`config.mk`:
```
export PLATFORM = sky130hd
export DESIGN_NAME = fetch_unit
export DESIGN_NICKNAME = d
export VERILOG_FILES = /design/src/rtl/fetch_unit.sv
export SDC_FILE = /design/constraint.sdc
export NUM_CORES = 1
export LEC_CHECK = 0
export CORE_MARGIN = 2
export CORE_UTILIZATION = 25
export CTS_BUF_LIST = sky130_fd_sc_hd__clkbuf_2 sky130_fd_sc_hd__clkbuf_4 sky130_fd_sc_hd__clkbuf_8
export CTS_CLUSTER_DIAMETER = 50
export CTS_CLUSTER_SIZE = 25
export DETAILED_ROUTE_END_ITERATION = 8
export PLACE_DENSITY = 0.57
export SYNTH_ARGS = -nofsm -noshare
export SYNTH_HDL_FRONTEND = slang
export SYNTH_SLANG_ARGS = --single-unit
```
`constraint.sdc`:
```
create_clock -name Clk -period 5 [get_ports Clk]
set_clock_uncertainty 0.05 [all_clocks]
set_input_delay 0.75 -clock Clk [delete_from_list [all_inputs] [get_ports Clk]]
set_output_delay 0.75 -clock Clk [all_outputs]
set_load 0.01 [all_outputs]
```
`src/rtl/fetch_unit.sv`:
```
// Instruction-fetch stage with IF/ID pipeline register.
// Owns the PC, presents it as the instruction-memory address and captures the
// returned word plus PC+4 into IF/ID, honouring stall, flush and redirect.
// Optional build macro: FETCH_PERF_CNT_EN adds saturating stall/flush/redirect counters.
module fetch_unit #(
   parameter logic [31:0] RESET_PC = 32'h0000_0000,
   parameter logic [31:0] NOP_WORD = 32'h0000_0000
) (
   input  logic        Clk,
   input  logic        Reset,
   input  logic        PCWrite,
   input  logic        DecodeRegWrite,
   input  logic        FlushControl,
   input  logic        Redirect,
   input  logic [31:0] RedirectTarget,
   output logic [31:0] InstrAddr,
   input  logic [31:0] InstrData,
   output logic [31:0] IFID_Instruction,
   output logic [31:0] IFID_PCPlus4,
   output logic        IFID_Valid,
`ifdef FETCH_PERF_CNT_EN
   output logic [31:0] StallCount,
   output logic [31:0] FlushCount,
   output logic [31:0] RedirectCount,
`endif
   output logic [1:0]  FetchState
);

   localparam int unsigned XLEN = 32;
   localparam logic [XLEN-1:0] CNT_MAX = '1;

   typedef enum logic [1:0] {
      S_BOOT     = 2'd0,
      S_RUN      = 2'd1,
      S_STALL    = 2'd2,
      S_REDIRECT = 2'd3
   } fetch_state_e;

   fetch_state_e    state_q, state_d;
   logic [XLEN-1:0] pc_q, pc_d;
   logic [XLEN-1:0] ifid_instr_q, ifid_instr_d;
   logic [XLEN-1:0] ifid_pc4_q, ifid_pc4_d;
   logic            ifid_valid_q, ifid_valid_d;
   logic [XLEN-1:0] pc_plus4;
   logic            redirect_ok;

`ifdef FETCH_PERF_CNT_EN
   logic [XLEN-1:0] stall_cnt_q, stall_cnt_d;
   logic [XLEN-1:0] flush_cnt_q, flush_cnt_d;
   logic [XLEN-1:0] redir_cnt_q, redir_cnt_d;
`endif

   // Low target bits are forced to zero, so they are intentionally dropped.
   logic unused_target_bits;
   assign unused_target_bits = ^RedirectTarget[1:0];

   // Next-state, PC and IF/ID selection; BOOT holds everything for one edge.
   always_comb begin
      state_d      = state_q;
      pc_d         = pc_q;
      ifid_instr_d = ifid_instr_q;
      ifid_pc4_d   = ifid_pc4_q;
      ifid_valid_d = ifid_valid_q;
      pc_plus4     = pc_q + XLEN'(4);
      redirect_ok  = 1'b0;
`ifdef FETCH_PERF_CNT_EN
      stall_cnt_d  = stall_cnt_q;
      flush_cnt_d  = flush_cnt_q;
      redir_cnt_d  = redir_cnt_q;
`endif

      case (state_q)
         S_BOOT: begin
            state_d = S_RUN;
         end
         default: begin
            redirect_ok = PCWrite & Redirect;

            // PC: stall beats redirect beats sequential advance
            if (!PCWrite) begin
               pc_d = pc_q;
            end else if (Redirect) begin
               pc_d = {RedirectTarget[31:2], 2'b00};
            end else begin
               pc_d = pc_plus4;
            end

            // IF/ID: flush beats hold; a taken redirect squashes the wrong-path fetch
            if (FlushControl) begin
               ifid_instr_d = NOP_WORD;
               ifid_pc4_d   = '0;
               ifid_valid_d = 1'b0;
            end else if (!DecodeRegWrite) begin
               ifid_instr_d = ifid_instr_q;
               ifid_pc4_d   = ifid_pc4_q;
               ifid_valid_d = ifid_valid_q;
            end else if (redirect_ok) begin
               ifid_instr_d = NOP_WORD;
               ifid_pc4_d   = '0;
               ifid_valid_d = 1'b0;
            end else begin
               ifid_instr_d = InstrData;
               ifid_pc4_d   = pc_plus4;
               ifid_valid_d = 1'b1;
            end

            if (redirect_ok) begin
               state_d = S_REDIRECT;
            end else if (!PCWrite) begin
               state_d = S_STALL;
            end else begin
               state_d = S_RUN;
            end

`ifdef FETCH_PERF_CNT_EN
            if (!PCWrite && (stall_cnt_q != CNT_MAX)) stall_cnt_d = stall_cnt_q + XLEN'(1);
            if (FlushControl && (flush_cnt_q != CNT_MAX)) flush_cnt_d = flush_cnt_q + XLEN'(1);
            if (redirect_ok && (redir_cnt_q != CNT_MAX)) redir_cnt_d = redir_cnt_q + XLEN'(1);
`endif
         end
      endcase
   end

   // State, PC and IF/ID registers with synchronous active-low reset
   always_ff @(posedge Clk) begin
      if (!Reset) begin
         state_q      <= S_BOOT;
         pc_q         <= RESET_PC;
         ifid_instr_q <= NOP_WORD;
         ifid_pc4_q   <= '0;
         ifid_valid_q <= 1'b0;
`ifdef FETCH_PERF_CNT_EN
         stall_cnt_q  <= '0;
         flush_cnt_q  <= '0;
         redir_cnt_q  <= '0;
`endif
      end else begin
         state_q      <= state_d;
         pc_q         <= pc_d;
         ifid_instr_q <= ifid_instr_d;
         ifid_pc4_q   <= ifid_pc4_d;
         ifid_valid_q <= ifid_valid_d;
`ifdef FETCH_PERF_CNT_EN
         stall_cnt_q  <= stall_cnt_d;
         flush_cnt_q  <= flush_cnt_d;
         redir_cnt_q  <= redir_cnt_d;
`endif
      end
   end

   assign InstrAddr        = pc_q;
   assign IFID_Instruction = ifid_instr_q;
   assign IFID_PCPlus4     = ifid_pc4_q;
   assign IFID_Valid       = ifid_valid_q;
   assign FetchState       = state_q;
`ifdef FETCH_PERF_CNT_EN
   assign StallCount       = stall_cnt_q;
   assign FlushCount       = flush_cnt_q;
   assign RedirectCount    = redir_cnt_q;
`endif

endmodule

```
Word level (Yosys, flattened, before mapping)
Cells that the tools add are included.
Widths: inputs -> output; s select.
{ "totals": {"ff_bits": 99, "in_bits": 70, "output_inout_bits": 99, "word_cells": 28} }
{ "classes": {"n_addsub": 1, "n_mux": 13, "bitwise_logic": 3, "n_reduce_logical": 5} }
{ "ops": {"columns": ["cell", "n"], "rows": [
  ["$mux 32", 7],
  ["$add 32x3->32 const B", 1],
  ["$mux 1", 4],
  ["$mux 2", 2],
  ["$reduce_and 2->1", 2],
  ["$logic_not 2->1", 1],
  ["$not 1->1", 2],
  ["$reduce_bool 2->1", 1],
  ["$reduce_or 2->1", 1],
  ["$and 1x1->1", 1]
]} }

Depth between registers and ports, before layout
{ "depth": {"word_depth": 4, "mapped_depth": 6, "depth_no_buf": 5} }

Worst setup path before layout
No wires, ideal clock.
{ "synth_path": {"kind": "reg-to-reg", "from": "register pc_q[2] (netlist: InstrAddr[2])", "to": "register pc_q[30] (netlist: InstrAddr[30])", "setup_ns": 0.074, "arrival_time_ns": 2.055, "t_required_ns": 4.876, "path_slack_ns": 2.821, "stages_incl_launch_ff": 6, "n_path_buf": 0, "period_less_slack_ns": 2.179, "cell_sequence": "dfxtp_1 > ha_1 > nand3_2 > or4_1 > or4_1 > a31oi_1"} }
{ "synth_via": {"elab_chain_len": 2} }
{ "synth_lines": {"columns": ["element", "line", "text"], "rows": [
  ["from (decl)", "40", "logic [XLEN-1:0] pc_q, pc_d;"],
  ["from (signal assigned)", "139", "pc_q <= pc_d;"],
  ["$add 32x3->32", "64", "pc_plus4 = pc_q + XLEN'(4);"],
  ["$mux 32", "82", "end else if (Redirect) begin"]
]} }
Every way passes these cells.
A chain may end at the register's enable or synchronous reset.

Final worst setup path
{ "layout_path": {"from": "input PCWrite", "to": "register pc_q[13] (netlist: InstrAddr[13])"} }
{ "layout_via": {"elab_chain_len": 1} }
{ "layout_lines": {"columns": ["element", "line", "text"], "rows": [
  ["from (decl)", "11", "input logic PCWrite,"],
  ["$reduce_and 2->1 (no source line)", null, null]
]} }
Every way passes these cells.

==> metrics.yaml <==
grt_pass1_vias: 4674
critPathLaunchType: "input port"
synth_edf_count: 0
netlist_instances: 600
core-area_um2: 18800
cts.path.max_buffers: 2
grtUsageTotal_pct: 17.1
cts_sinks: 96
drt_iter0_markers: 344
wl_per_cell_um: 17.8
ys_ff_latch: 96
finalNetCount: 794
place.gp.congestion: 0.831
synth_most_common_cell: "dfxtp_1"
die_height_um: 143
routed-via-count: 5041
diodes: 0
grt_pass1_wl_mm: 27.0
cts_resized: 0
ys_seq_area_share_pct: 39.8
synthesis.area_um2: 4830
root_buffer: "clkbuf_8"
netlist_top_cells_count: "dfxtp_1, nor2_1, nand2_1"
max_cap_viol_count: 0
cts_made_buffers: 9
holdCritPathClass: "reg -> reg"
yosys.area.top_type: "dfxtp_1"
fillers: 1990
p_total_w: 0.00169
netlist_top_cells_area: "dfxtp_1, a22oi_1, nor2_1, nand2_1, clkbuf_1"
drc: 0
rsz0062_at_grt: "false"
setup_viol: 0
tightest_slew_ns: 0.884
slowest_stage: "or4b_2"
yosysWarnings: 0
postCtsSetupBuffers: 0
cpPeakStageDelay_ns: 0.65
dieArea_um2: 20500
cts_tree: "yes"
fmax_ghz: 0.371
fin_crit_sh_pct: 53.9
io_buffers: 164
ir_drop_mv: 0.166
hpwl_mm: 12.2
status: "finished, final reports clean"
die_x_um: 143
area_growth_pct: 41.6
powerDensity_nw_per_um2: 247
layout-drive-gt1-share_pct: 6.32
overflow: 0
crit_chain: "clkdlybuf4s50_1 > o21a_1 > nand2_1 > or4b_2 > a31oi_1"
arrival_ns: 2.97
max-slew-margin-rel_pct: 41.1
drt-total-wl_mm: 17.6
clkLatencyLatePin_ns: 0.40
clkTransAtPathRegs_ns: 0.10
timing.rr.start: "InstrAddr[6]$_SDFFE_PN0P_"
synth.distinct_cells: 63
dr.pass1.iters: 4
initial_core_util_pct: 25.7
required_ns: 5.28
synth-async-reset-ratio_pct: 0
tns_ns: 0
leakagePower_nw: 2.21
antenna_found_initial: 0
postRouteAntennaNets: 0
crit_start: "PCWrite"
postSynthAreaPerCell_um2: 8.05
worst-path-max-fanout: 17
htreeDepth: 3
cts-hold-fix-buffers: 0
io_pins: 169
ys_dominant_reg_cell: "dfxtp_1"
drv_slew: 0
path_class: "in -> reg"
report.final.hold_viol_count: 0
end_kind: "flip-flop"
rows: 50
netlist.area_leader.share_pct: 39.8
grt_max_degree: 59
min-delay-start: "IFID_PCPlus4[20]$_SDFFE_PN0P_"
min_period_ns: 2.70
via_per_inst: 5.10
cell usage in the layout (no fill, tap or decap), drive strengths merged, types with 12 or more instances in the layout:
cell type	netlist	final
a21oi	20	20
a22oi	42	42
and3	12	12
clkdlybuf4s50	0	163
dfxtp	96	96
nand2	56	56
nand3	24	24
nand4	20	20
nor2	65	65
nor3	15	15
nor4	17	17
o211ai	12	12
o21ai	24	24
metal layers:
metal / GRT usage (%) / up-vias / wire, um
li1: - / 2483 / -
met1: 22.4 / 2341 / 7820
met5: 0 / - / 0
met2: 26.1 / 197 / 7860
met3: 6.41 / 20 / 1610
met4: 4.79 / 0 / 293
final timing paths:
path | slack (ns) | endpoint | cells after the start
min | 0.41 | IFID_PCPlus4[20]$_SDFFE_PN0P_ | 2
max reg2reg | 2.30 | IFID_PCPlus4[28]$_SDFFE_PN0P_ | 4
min reg2reg | 0.41 | IFID_PCPlus4[20]$_SDFFE_PN0P_ | 2
max | 2.30 | InstrAddr[13]$_SDFFE_PN0P_ | 5
kinds of logic (layout without fill, tap and decap cells):
logic type | after synthesis | in the layout | synth area share [%]
mux | 3 | 3 | 0.673
other cells | 1 | 2 | 0.0776
simple gates | 254 | 254 | 27.4
buf+inv | 71 | 198 | 6.09
flops | 96 | 96 | 39.8
fa+ha+maj | 1 | 1 | 0.259
compound gates | 164 | 164 | 23.9
xor+xnor | 10 | 10 | 1.81
sequential cells by signal, indices dropped and copies added, names as in the netlist:
signal	cells
IFID_Instruction	32
IFID_PCPlus4	31
InstrAddr	30
FetchState	2
IFID_Valid	1
metrics by stage:
stage | hold WS [ns] | cell area, um^2 | utilization, % | setup slack [ns] | instances
finish | 0.411 | 6840 | 36.3 | 2.30 | 988
global route | 0.434 | 6840 | 36.3 | 2.12 | 988
CTS | 0.416 | 6840 | 36.3 | 2.31 | 988
detailed placement | 0.395 | 6620 | 35.2 | 1.88 | 972
global placement | 0.389 | 6620 | 35.2 | 1.89 | 972
floorplan | 0.426 | 4830 | - | 2.82 | 601
worst max-delay path: cells and delay by family:
kind,cells,cell delay (ns)
buffers and inverters,1,0.57
AND/OR/NAND/NOR,2,0.89
AO/OA/AOI/OAI,2,0.75
area by class of cell:
class	instances	area [um^2]	share of cell area, %
timing repair buffer	173	1700	24.9
tap	260	325	4.75
clock buffer	11	139	2.03
sequential	96	1920	28.1
inverter	9	33.8	0.494
clock inverter	5	81.3	1.19
multi-input combinational	434	2640	38.5
power by group:
group          internal, W  total, W  switching, W
Combinational     0.000131  0.000258      0.000127
Sequential        0.000789  0.000832     0.0000432
Clock             0.000293  0.000596      0.000303
No activity file was read; power rests on OpenSTA's default activity.
